[config.mk]
export PLATFORM = sky130hd
export DESIGN_NAME = keypad_input_unit
export DESIGN_NICKNAME = d
export VERILOG_FILES = /design/src/rtl/keypad_input_unit.sv
export SDC_FILE = /design/constraint.sdc
export NUM_CORES = 1
export LEC_CHECK = 0
export BUFFER_PORTS_ARGS = -buffer_cell sky130_fd_sc_hd__buf_2
export CORE_UTILIZATION = 40
export CTS_CLUSTER_SIZE = 12
export DETAILED_ROUTE_END_ITERATION = 10
export PLACE_DENSITY_LB_ADDON = 0.15
export SYNTH_ARGS = -nofsm -noshare
export SYNTH_HDL_FRONTEND = slang
export SYNTH_SLANG_ARGS = --single-unit
[constraint.sdc]
create_clock -name clk -period 2.4 [get_ports clk]
set_input_delay 0.12 -clock clk [delete_from_list [all_inputs] [get_ports clk]]
set_output_delay 0.12 -clock clk [all_outputs]
set_load 0.02 [all_outputs]
[src/rtl/keypad_input_unit.sv]
// Scans a 4x4 active-low keypad, debounces presses and assembles hex digits into a value
// that is published to the CPU with a valid/read handshake. Define KEYPAD_ECHO_EN to add echo_data.
module keypad_input_unit #(
   parameter int SCAN_DIV        = 1000,
   parameter int DEBOUNCE_CYCLES = 20000,
   parameter int MAX_DIGITS      = 7
) (
   input  logic        clk,
   input  logic        rst,
   input  logic [3:0]  row_in,
   output logic [3:0]  col_out,
   input  logic        input_enable,
   input  logic        cpu_read,
   output logic [31:0] read_data,
   output logic        key_valid
`ifdef KEYPAD_ECHO_EN
   ,
   output logic [31:0] echo_data
`endif
);

   localparam int SCAN_W = $clog2(SCAN_DIV);
   localparam int DEB_W  = $clog2(DEBOUNCE_CYCLES + 1);
   localparam logic [SCAN_W-1:0] SCAN_LAST = SCAN_W'(SCAN_DIV - 1);
   localparam logic [DEB_W-1:0]  DEB_LAST  = DEB_W'(DEBOUNCE_CYCLES - 1);
   localparam logic [3:0]        MAX_CNT   = 4'(MAX_DIGITS);

   typedef enum logic [1:0] {SCAN, DEBOUNCE, ACTION, RELEASE} state_t;

   state_t            state;
   logic [SCAN_W-1:0] scan_cnt;
   logic [DEB_W-1:0]  deb_cnt;
   logic [1:0]        key_row;
   logic [1:0]        key_col;
   logic [3:0]        row_pat;
   logic [27:0]       acc;
   logic [3:0]        cnt;
   logic [27:0]       data;
   logic              valid;
   logic              overrun;

   logic [3:0] row_low;
   logic       one_row;
   logic [1:0] row_idx;
   logic [1:0] col_idx;
   logic [3:0] nibble;
   logic       is_back;
   logic       is_enter;
   logic       commit;

   assign row_low = ~row_in;
   assign one_row = (row_low != 4'd0) && ((row_low & (row_low - 4'd1)) == 4'd0);

   always_comb begin
      row_idx = 2'd0;
      case (row_low)
         4'b0010: row_idx = 2'd1;
         4'b0100: row_idx = 2'd2;
         4'b1000: row_idx = 2'd3;
         default: row_idx = 2'd0;
      endcase
      col_idx = 2'd0;
      case (col_out)
         4'b1101: col_idx = 2'd1;
         4'b1011: col_idx = 2'd2;
         4'b0111: col_idx = 2'd3;
         default: col_idx = 2'd0;
      endcase
   end

   // Column 3 holds A-D, row 3 holds *,0,#,D; the remaining 3x3 block is 1..9 in reading order.
   always_comb begin
      nibble   = 4'd0;
      is_back  = 1'b0;
      is_enter = 1'b0;
      if (key_col == 2'd3) begin
         nibble = 4'hA + {2'b00, key_row};
      end else if (key_row == 2'd3) begin
         case (key_col)
            2'd0:    is_back  = 1'b1;
            2'd1:    nibble   = 4'd0;
            default: is_enter = 1'b1;
         endcase
      end else begin
         nibble = {key_row, 2'b00} - {2'b00, key_row} + {2'b00, key_col} + 4'd1;
      end
   end

   assign commit = (state == ACTION) && input_enable && is_enter;

   always_ff @(posedge clk) begin
      if (rst) begin
         state    <= SCAN;
         col_out  <= 4'b1110;
         scan_cnt <= '0;
         deb_cnt  <= '0;
         key_row  <= 2'd0;
         key_col  <= 2'd0;
         row_pat  <= 4'hF;
         acc      <= '0;
         cnt      <= 4'd0;
         data     <= '0;
         valid    <= 1'b0;
         overrun  <= 1'b0;
      end else begin
         case (state)
            SCAN: begin
               if (scan_cnt == SCAN_LAST) begin
                  scan_cnt <= '0;
                  if (one_row) begin
                     key_row <= row_idx;
                     key_col <= col_idx;
                     row_pat <= row_in;
                     deb_cnt <= '0;
                     state   <= DEBOUNCE;
                  end else begin
                     col_out <= {col_out[2:0], col_out[3]};
                  end
               end else begin
                  scan_cnt <= scan_cnt + SCAN_W'(1);
               end
            end
            DEBOUNCE: begin
               if (row_in != row_pat) begin
                  col_out  <= {col_out[2:0], col_out[3]};
                  scan_cnt <= '0;
                  state    <= SCAN;
               end else if (deb_cnt == DEB_LAST) begin
                  state <= ACTION;
               end else begin
                  deb_cnt <= deb_cnt + DEB_W'(1);
               end
            end
            ACTION: begin
               if (input_enable) begin
                  if (is_enter) begin
                     acc <= '0;
                     cnt <= 4'd0;
                  end else if (is_back) begin
                     if (cnt != 4'd0) begin
                        acc <= acc >> 4;
                        cnt <= cnt - 4'd1;
                     end
                  end else if (cnt < MAX_CNT) begin
                     acc <= {acc[23:0], nibble};
                     cnt <= cnt + 4'd1;
                  end
               end
               deb_cnt <= '0;
               state   <= RELEASE;
            end
            RELEASE: begin
               if (row_in != 4'hF) begin
                  deb_cnt <= '0;
               end else if (deb_cnt == DEB_LAST) begin
                  col_out  <= {col_out[2:0], col_out[3]};
                  scan_cnt <= '0;
                  state    <= SCAN;
               end else begin
                  deb_cnt <= deb_cnt + DEB_W'(1);
               end
            end
            default: state <= SCAN;
         endcase

         // A commit that lands on an unread word flags overrun unless the CPU reads in that same cycle.
         if (commit) begin
            data    <= acc;
            valid   <= 1'b1;
            overrun <= valid && !cpu_read;
         end else if (cpu_read) begin
            valid   <= 1'b0;
            overrun <= 1'b0;
         end
      end
   end

   assign read_data = {valid, overrun, 2'b00, data};
   assign key_valid = valid;

`ifdef KEYPAD_ECHO_EN
   assign echo_data = {1'b0, cnt[2:0], acc};
`endif

endmodule

=== Word-level counts from Yosys, hierarchy flattened ===
Cells that the tools add are included.

* Add/sub/neg operators: 9
* $lt $le $gt $ge: 1
* Eq/ne operators: 25
* Mux-type cells: 45
* Bitwise gates (word level): 2
* Reductions and logical operators: 20

{| class="wikitable"
|+ Operator list
! kind !! count
|-
| 28-bit two-way mux || 4
|-
| 15-bit two-way mux || 5
|-
| 15-bit case mux with 4 select lines || 1
|-
| 4-bit two-way mux || 11
|-
| 10-bit two-way mux || 4
|-
| 10-bit case mux with 3 select lines || 1
|-
| 15-bit by 1-bit adder with 15-bit output (second input constant) || 1
|-
| 15-bit equality test (second input constant) || 1
|-
| 2-bit inequality test (second input constant) || 7
|-
| 4-bit equality test (second input constant) || 3
|-
| 2-bit two-way mux || 6
|-
| 2-bit case mux with 3 select lines || 2
|-
| 4-bit case mux with 3 select lines || 1
|-
| 10-bit by 1-bit adder with 10-bit output (second input constant) || 1
|-
| 10-bit equality test (second input constant) || 1
|-
| 1-bit two-way mux || 9
|-
| 4-bit by 1-bit adder with 4-bit output (second input constant) || 2
|-
| 2-bit equality test (second input constant) || 4
|-
| 4-bit by 3-bit equality test with 1-bit output (second input constant) || 2
|-
| 2-bit case mux with 4 select lines || 1
|-
| 4-bit AND reduction || 2
|-
| 4-bit nonzero test || 2
|-
| 4-bit by 1-bit subtractor with 4-bit output (second input constant) || 2
|-
| 3-bit AND reduction || 2
|-
| other kinds (21) || 27
|}

* Bits in registers: 101
* Input bits: 8
* Output and inout port bits: 37
* Word-level logic and storage cells: 114

=== Logic depth before layout (Yosys ltp) ===
Gate-level depths: netlist of the first run.

* Depth after elaboration: 8
* Gate-level depth with buffers: 12
* Depth with buffers taken out: 10

=== Worst setup path after synthesis of the first run ===
No wires, ideal clock.

* Kind: register to register
* Start point: register key_row[1]
* End point: register cnt[3]
* Setup time: 0.091 ns
* Arrival: 2.248 ns
* Data required time: 2.309 ns
* Path slack: 0.061 ns
* Stages on the path, launching flop included: 12
* Buffers on the path: 1
* Period minus slack after synthesis: 2.339 ns
* Cells stage by stage: dfxtp_1 > ha_1 > nand2b_1 > clkbuf_1 > nor2_1 > ha_1 > a21o_1 > a21oi_1 > nand2_1 > o21ai_0 > a21oi_1 > a311oi_1

* Longest elaborated chain between the ends: 5
* Elaborated cells between the ends (all ways): 10
* Those cells by class: 2 x eq/ne; 6 x mux; 2 x reduce/logical

{| class="wikitable"
|+ Ends and longest elaborated chain
! item !! line !! RTL
|-
| from (decl) || 33 || <nowiki>logic [1:0] key_row;</nowiki>
|-
| from (signal assigned) || 111 || <nowiki>key_row <= row_idx;</nowiki>
|-
| 2-bit equality test * || 78 || <nowiki>end else if (key_row == 2'd3) begin</nowiki>
|-
| 1-bit two-way mux || 78 ||
|-
| 1-bit two-way mux || 76 || <nowiki>if (key_col == 2'd3) begin</nowiki>
|-
| 3-bit by 1-bit inequality test with 1-bit output (no source line), or another cell as far along || -- ||
|-
| 4-bit AND reduction (no source line) or 4-bit two-way mux (tied branches) || -- ||
|-
| to (signal assigned) || 142 || <nowiki>cnt <= cnt - 4'd1;</nowiki>
|-
| to (signal assigned) || 146 || <nowiki>cnt <= cnt + 4'd1;</nowiki>
|-
| to (decl) || 37 || <nowiki>logic [3:0] cnt;</nowiki>
|}

Every way passes the cells marked *; elsewhere a longest branch is shown, timed or not.
A chain may end at the register's enable or synchronous reset.

=== Worst setup path in the final report of the first run ===
* Start point: register deb_cnt[6]
* End point: register scan_cnt[4]

* Longest elaborated chain between the ends: 3

{| class="wikitable"
|+ Ends and longest elaborated chain
! item !! line !! RTL
|-
| from (decl) || 32 || <nowiki>logic [DEB_W-1:0] deb_cnt;</nowiki>
|-
| from (signal assigned) || 131 || <nowiki>deb_cnt <= deb_cnt + DEB_W'(1);</nowiki>
|-
| from (signal assigned) || 160 || <nowiki>deb_cnt <= deb_cnt + DEB_W'(1);</nowiki>
|-
| 15-bit equality test || 155 || <nowiki>end else if (deb_cnt == DEB_LAST) begin</nowiki>
|-
| 2-bit inequality test (no source line) || -- ||
|-
| 4-bit AND reduction (no source line) || -- ||
|-
| to (signal assigned) || 120 || <nowiki>scan_cnt <= scan_cnt + SCAN_W'(1);</nowiki>
|-
| to (decl) || 31 || <nowiki>logic [SCAN_W-1:0] scan_cnt;</nowiki>
|}

No other way between the ends.

==> metrics.txt, run 1 <==
PwrDens 588 mW/mm²; Critical Path Sink Type register; Final nets 639; hold path start rst; #FFs+latches synth 101; max_slew headroom 0.585; Root Buffer clkbuf_16; global-route wire length before repair 18,800 µm; Total Routing Usage GR 0.185; critical path class reg -> reg; largest net degree at the start of global routing 52; Synth async-reset ratio 0; critical path required time 2640 ps; number of fill cells 1,176; fin crit share 0.908; multi-input logic area 0.00257 mm²; Reg2Reg Setup Slack 220 ps; Setup Viol. Count Final 0; worst slew pin tran 616 ps; share of layout cells above drive strength 1 0.163; worst r2r src deb_cnt[6]; RSZ-0062 raised after global routing false; GR Util met1 0.225; H-Tree Depth 3; CP Data Arrival Time 2420 ps; number of global-route vias before repair 3,897; most frequent cells in the layout dfxtp_1 (101), nand2_1 (92), a21oi_1 (57); Worst Hold End deb_cnt[14]; number of setup buffers added after CTS 0; final global-route overflow total 0; Layout Utilization 0.457; Total Power 0.00321 W; outcome finished, final reports clean; M2 GR Usage 0.314; n_diodes 0; average cell area after synthesis 8.24 µm²; Synth Cell Area 0.00489 mm²; final WL 11,100 µm; TNS Setup 0 ps; Initial Util 0.409; Syn. warnings 0; Worst R2R Path Depth 6; gp weighted congestion 0.848; vias per inst 5.45; DRC violation count after routing 0; CTS buffer count 9; Area growth, synth to finish 11.7%; routed len/inst 14.4 µm; worst hold path class in -> reg; first-pass iteration count of the detailed router 4; # rows 40; clk sink count 101; Sequential Area 0.00202 mm²; Netlist cell types 66; Initial DRC Count 233; Final Max Slew Viols 0; Max Cap Viol 0; Die W 113 µm; commonest non-fill, non-tap cell in the layout dfxtp_1; Post-synth EDFFs 0; FF-to-FF End scan_cnt[4]; critical-path maximum fanout 7; Period minus WS final 2180 ps; core footprint 0.0120 mm²; part of the Yosys area used for sequential elements 0.413; clk slew on worst S/H paths 70 ps; initial antenna violation count 0; clk_lat worst skew 360 ps; type of origin of the critical path register; GR Layer Usage met3 0.0362; final hold violation count 0; dpl cell area 0.00516 mm²; Final Instance Area 0.00547 mm²; CTS tree done; gr busiest metal met2; Peak Freq 0.459 GHz; final clock skew 6.39 ps; cell count after synthesis 594; Chip Height 113 µm; Max IR drop VDD 0.000262 V; ys flop type dfxtp_1; I/O Pins 45; HPWL Detailed 7550 µm; hold path depth 2; Final ANT Viol Nets 0; Pleak 2.04 nW; die area 0.0127 mm²; routed via count 4,212; I/O Buffers 42; Longest Clk Path Bufs 2
-- worst max-delay path by stage --
stage,from,to
after floorplan,key_row[1],cnt[3]
after global placement,deb_cnt[6],scan_cnt[8]
after detailed placement,key_row[1],cnt[3]
after CTS,key_row[1],cnt[3]
after global routing,key_row[1],cnt[3]
final,deb_cnt[6],scan_cnt[4]
-- critical path, cell delays in order (launching register included) --
cell	delay (ps)
dfxtp_1	370
or4b_4	560
nor4_4	350
nand3_2	130
a21oi_2	330
buf_4	220
a311oi_1	100
-- cell families (layout without fill, tap and decap cells) --
group | count (synthesis) | in the layout | share of synthesized area
and+or+nand+nor | 265 | 265 | 0.268
AOI/OAI and AO/OA | 138 | 138 | 0.185
DFF | 101 | 101 | 0.413
buffers and inverters | 57 | 88 | 0.0631
xor gates and xnor gates | 16 | 16 | 0.0286
adders and majority gates | 10 | 10 | 0.0286
muxes | 6 | 6 | 0.0125
other | 1 | 2 | 0.000766
-- routing by layer --
| metal | vias up | share of wire |
|---|---|---|
| li1 | 2153 | - |
| met3 | 20 | 0.030 |
| met4 | 0 | 0.022 |
| met1 | 1966 | 0.46 |
| met2 | 73 | 0.49 |
| met5 | - | 0 |
-- report_power, final --
group          switching, W  internal (W)   total, W
sequential       0.00000393       0.00168    0.00168
combinational     0.0000555     0.0000264  0.0000818
clock              0.000697      0.000752    0.00145
total              0.000756       0.00246    0.00321
-- cells in the mapped netlist (4+ instances only) --
cell        n  area (µm²)
nor2_1     53         199
xnor2_1    10        87.6
clkbuf_8    5        68.8
a211oi_1   26         195
clkbuf_1   22        82.6
a21oi_1    58         290
buf_2       8        40.0
a31oi_1     4        25.0
nand2_1    92         345
mux2i_1     5        50.1
a21o_1      4        30.0
buf_4       5        37.5
and3_1     25         156
a21oi_2     4        35.0
a311oi_1    8        70.1
o21ai_0    15        75.1
nand4_1     8        50.1
xor2_1      6        52.6
nand2b_1    7        43.8
inv_1      12        45.0
dfxtp_1   101        2020
nand3_1    19        95.1
nor3_1     28         140
nor4_1      4        25.0
ha_1        8         100
-- sequential cells by signal (all words and copies together) (netlist names), named ones only --
signal     cells
cnt            4
key_valid      1
acc           28
row_pat        4
overrun        1
scan_cnt      10
key_col        2
deb_cnt       15
data          28
col_out        4
key_row        2
state          1
-- timing repair --
item / in CTS / in global routing
setup endpoints to repair: 0 / 1
hold buffers: 1 / 0
gates resized for setup: 0 / 2
endpoints found under the hold margin: 1 / 0
-- stage by stage --
step,worst slack (ps),cells,hold WS (ps)
after global routing,41.1,773,71.7
after global placement,310,756,298
after detailed placement,194,756,306
after CTS,196,773,45.8
after floorplan,61.5,595,199
final,220,773,51.2
-- final cells by class --
cell class | count | share of cell area
Multi-Input combinational cell | 437 | 0.471
Sequential cell | 101 | 0.370
Timing Repair Buffer | 60 | 0.0636
Clock buffer | 10 | 0.0437
Tap cell | 147 | 0.0337
Clock inverter | 6 | 0.00984
Inverter | 12 | 0.00824
No activity file was read; power rests on OpenSTA's default activity.
==> inputs of run 2 (changes only) <==
Settings changed: ABC_AREA from default to 1, CORE_MARGIN from default to 2.
==> run 2 against run 1 <==
Worst hold slack got worse by 9.4 ps. Fmax rose by 3.9%. Highest routed layer unchanged. Sequential power barely moved. Largest cell class unchanged. Critical endpoint is now acc[3].
==> metrics.txt, run 2 <==
Root Buffer clkbuf_16; Worst R2R Path Depth 12; Post-synth EDFFs 0; gp weighted congestion 0.852; final hold violation count 0; Syn. warnings 0; #FFs+latches synth 101; final clock skew 4.35 ps; ys flop type dfxtp_1; RSZ-0062 raised after global routing false; I/O Buffers 42; routed via count 4,538; core footprint 0.0121 mm²; hold path depth 3; worst setup margin 301 ps; worst slew pin tran 731 ps; Synth area leaders dfxtp_1 (40%), nand2_1 (9.6%), a21oi_1 (8.7%); critical-path maximum fanout 2; share of layout cells above drive strength 1 0.123; CTS tree done; Total Routing Usage GR 0.183; H-Tree Depth 3; TNS Setup 0 ps; I/O Pins 45; PwrDens 599 mW/mm²; clk sink count 101; commonest non-fill, non-tap cell in the layout nand2_1; Setup Viol. Count Final 0; Netlist cell types 38; Area growth, synth to finish 13.2%; worst hold path class in -> reg; number of fill cells 1,263; global-route wire length before repair 19,700 µm; Max Cap Viol 0; outcome finished, final reports clean; Initial DRC Count 275; Total Power 0.00339 W; CP Data Arrival Time 2340 ps; die area 0.0134 mm²; Max IR drop VDD 0.000354 V; number of global-route vias before repair 4,140; hold path start row_in[1]; crit path cell chain inv_1, ha_1, inv_1, ha_1, fa_1, or2_2, nand3_1, nand3_1, o21ai_0, nand2_1, nand2_1, a21oi_1; first-pass iteration count of the detailed router 4; Longest Clk Path Bufs 2; final global-route overflow total 0; clk slew on worst S/H paths 70 ps; largest net degree at the start of global routing 60; clk_lat worst skew 350 ps; multi-input logic area 0.00246 mm²; count leader, synth nand2_1; Hold-fix buffers, CTS 0; most frequent cells in the layout nand2_1 (128), dfxtp_1 (101), a21oi_1 (87); Final Max Slew Viols 0; pre-CTS setup slack 312 ps; Period minus WS final 2100 ps; HPWL Detailed 8270 µm; CTS buffer count 9; DRC violation count after routing 0; critical path required time 2640 ps; Final nets 759; delay-heaviest family, CP adder cells; max_slew headroom 0.512; final WL 11,700 µm; fin crit share 0.874; # rows 40; average cell area after synthesis 7.01 µm²; Slowest-stage cell, CP fa_1; Final ANT Viol Nets 0; Synth Cell Area 0.00500 mm²; Largest regs acc: 28 flops, data: 28 flops, deb_cnt: 15 flops; CTS resizes 0; number of setup buffers added after CTS 0; Critical Path Sink Type register; slowest cell delay on critical path 390 ps; Die W 116 µm; Worst Hold End row_pat[1]; area leader, netlist dfxtp_1; initial antenna violation count 0; Synth async-reset ratio 0; post-synth top area share 0.404; Synth top cells by count nand2_1 (128), dfxtp_1 (101), a21oi_1 (87); Reg2Reg Setup Slack 300 ps; Chip Height 116 µm; cell count after synthesis 713; Peak Freq 0.476 GHz; Sequential Area 0.00202 mm²; type of origin of the critical path register; vias per inst 4.96; n_diodes 0; worst path bufs/invs 2; Initial Util 0.413; Pleak 2.39 nW; part of the Yosys area used for sequential elements 0.404; worst r2r src key_col[1]; routed len/inst 12.8 µm; critical path class reg -> reg; FF-to-FF End acc[3]
-- run 2: how the worst max path moves through the flow --
stage	startpoint	end	slack, ps	cells past startpoint
2_1_floorplan	key_col[1]	acc[3]	370	12
5_1_grt	key_row[1]	acc[1]	130	9
6_report	key_col[1]	acc[3]	300	12
4_1_cts	key_col[1]	acc[3]	310	12
3_5_place_dp	key_col[1]	acc[3]	310	12
3_3_place_gp	key_row[1]	acc[1]	350	9
-- run 2: cells by family after synthesis --
family / share of synthesized area
buffers and inverters: 0.105
AO/OA/AOI/OAI: 0.206
AND/OR/NAND/NOR: 0.246
flip-flops: 0.404
XOR/XNOR: 0.0105
other: 0.000750
adder cells (fa/ha/maj): 0.0280
-- run 2: worst min-delay path, cell delays in order --
cell	delay, ps
buf_2	120
a21oi_1	60
o21ai_0	60
-- run 2: metal layers --
| metal | share of wire | track usage | wire length (µm) |
|---|---|---|---|
| met2 | 0.47 | 0.301 | 5480 |
| met1 | 0.48 | 0.243 | 5610 |
| met3 | 0.033 | 0.0298 | 387 |
| met4 | 0.019 | 0.0667 | 227 |
| met5 | 0 | 0 | 0 |
-- run 2: report_power, final --
part / switching [W] / leakage (nW) / internal, W
Sequential: 0.00000386 / 0.814 / 0.00168
Clock: 0.000690 / 0.161 / 0.000934
Combinational: 0.0000572 / 1.41 / 0.0000243
-- run 2: through the flow --
step / cell area (µm²) / cells / hold slack, ps / util
global route: 5660 / 914 / 58.6 / 0.467
floorplan: 5000 / 714 / 246 / -
detailed placement: 5330 / 898 / 409 / 0.440
CTS: 5660 / 914 / 41.4 / 0.467
finish: 5660 / 914 / 41.8 / 0.467
global placement: 5330 / 898 / 398 / 0.440
-- run 2: final cells by class --
| class | instances | area share |
|---|---|---|
| repair buffers | 50 | 0.0500 |
| multi-input cells | 487 | 0.436 |
| well taps | 168 | 0.0372 |
| flip-flops and latches | 101 | 0.357 |
| inverters | 92 | 0.0613 |
| clock buffers | 9 | 0.0398 |
| clock inverters | 7 | 0.0188 |
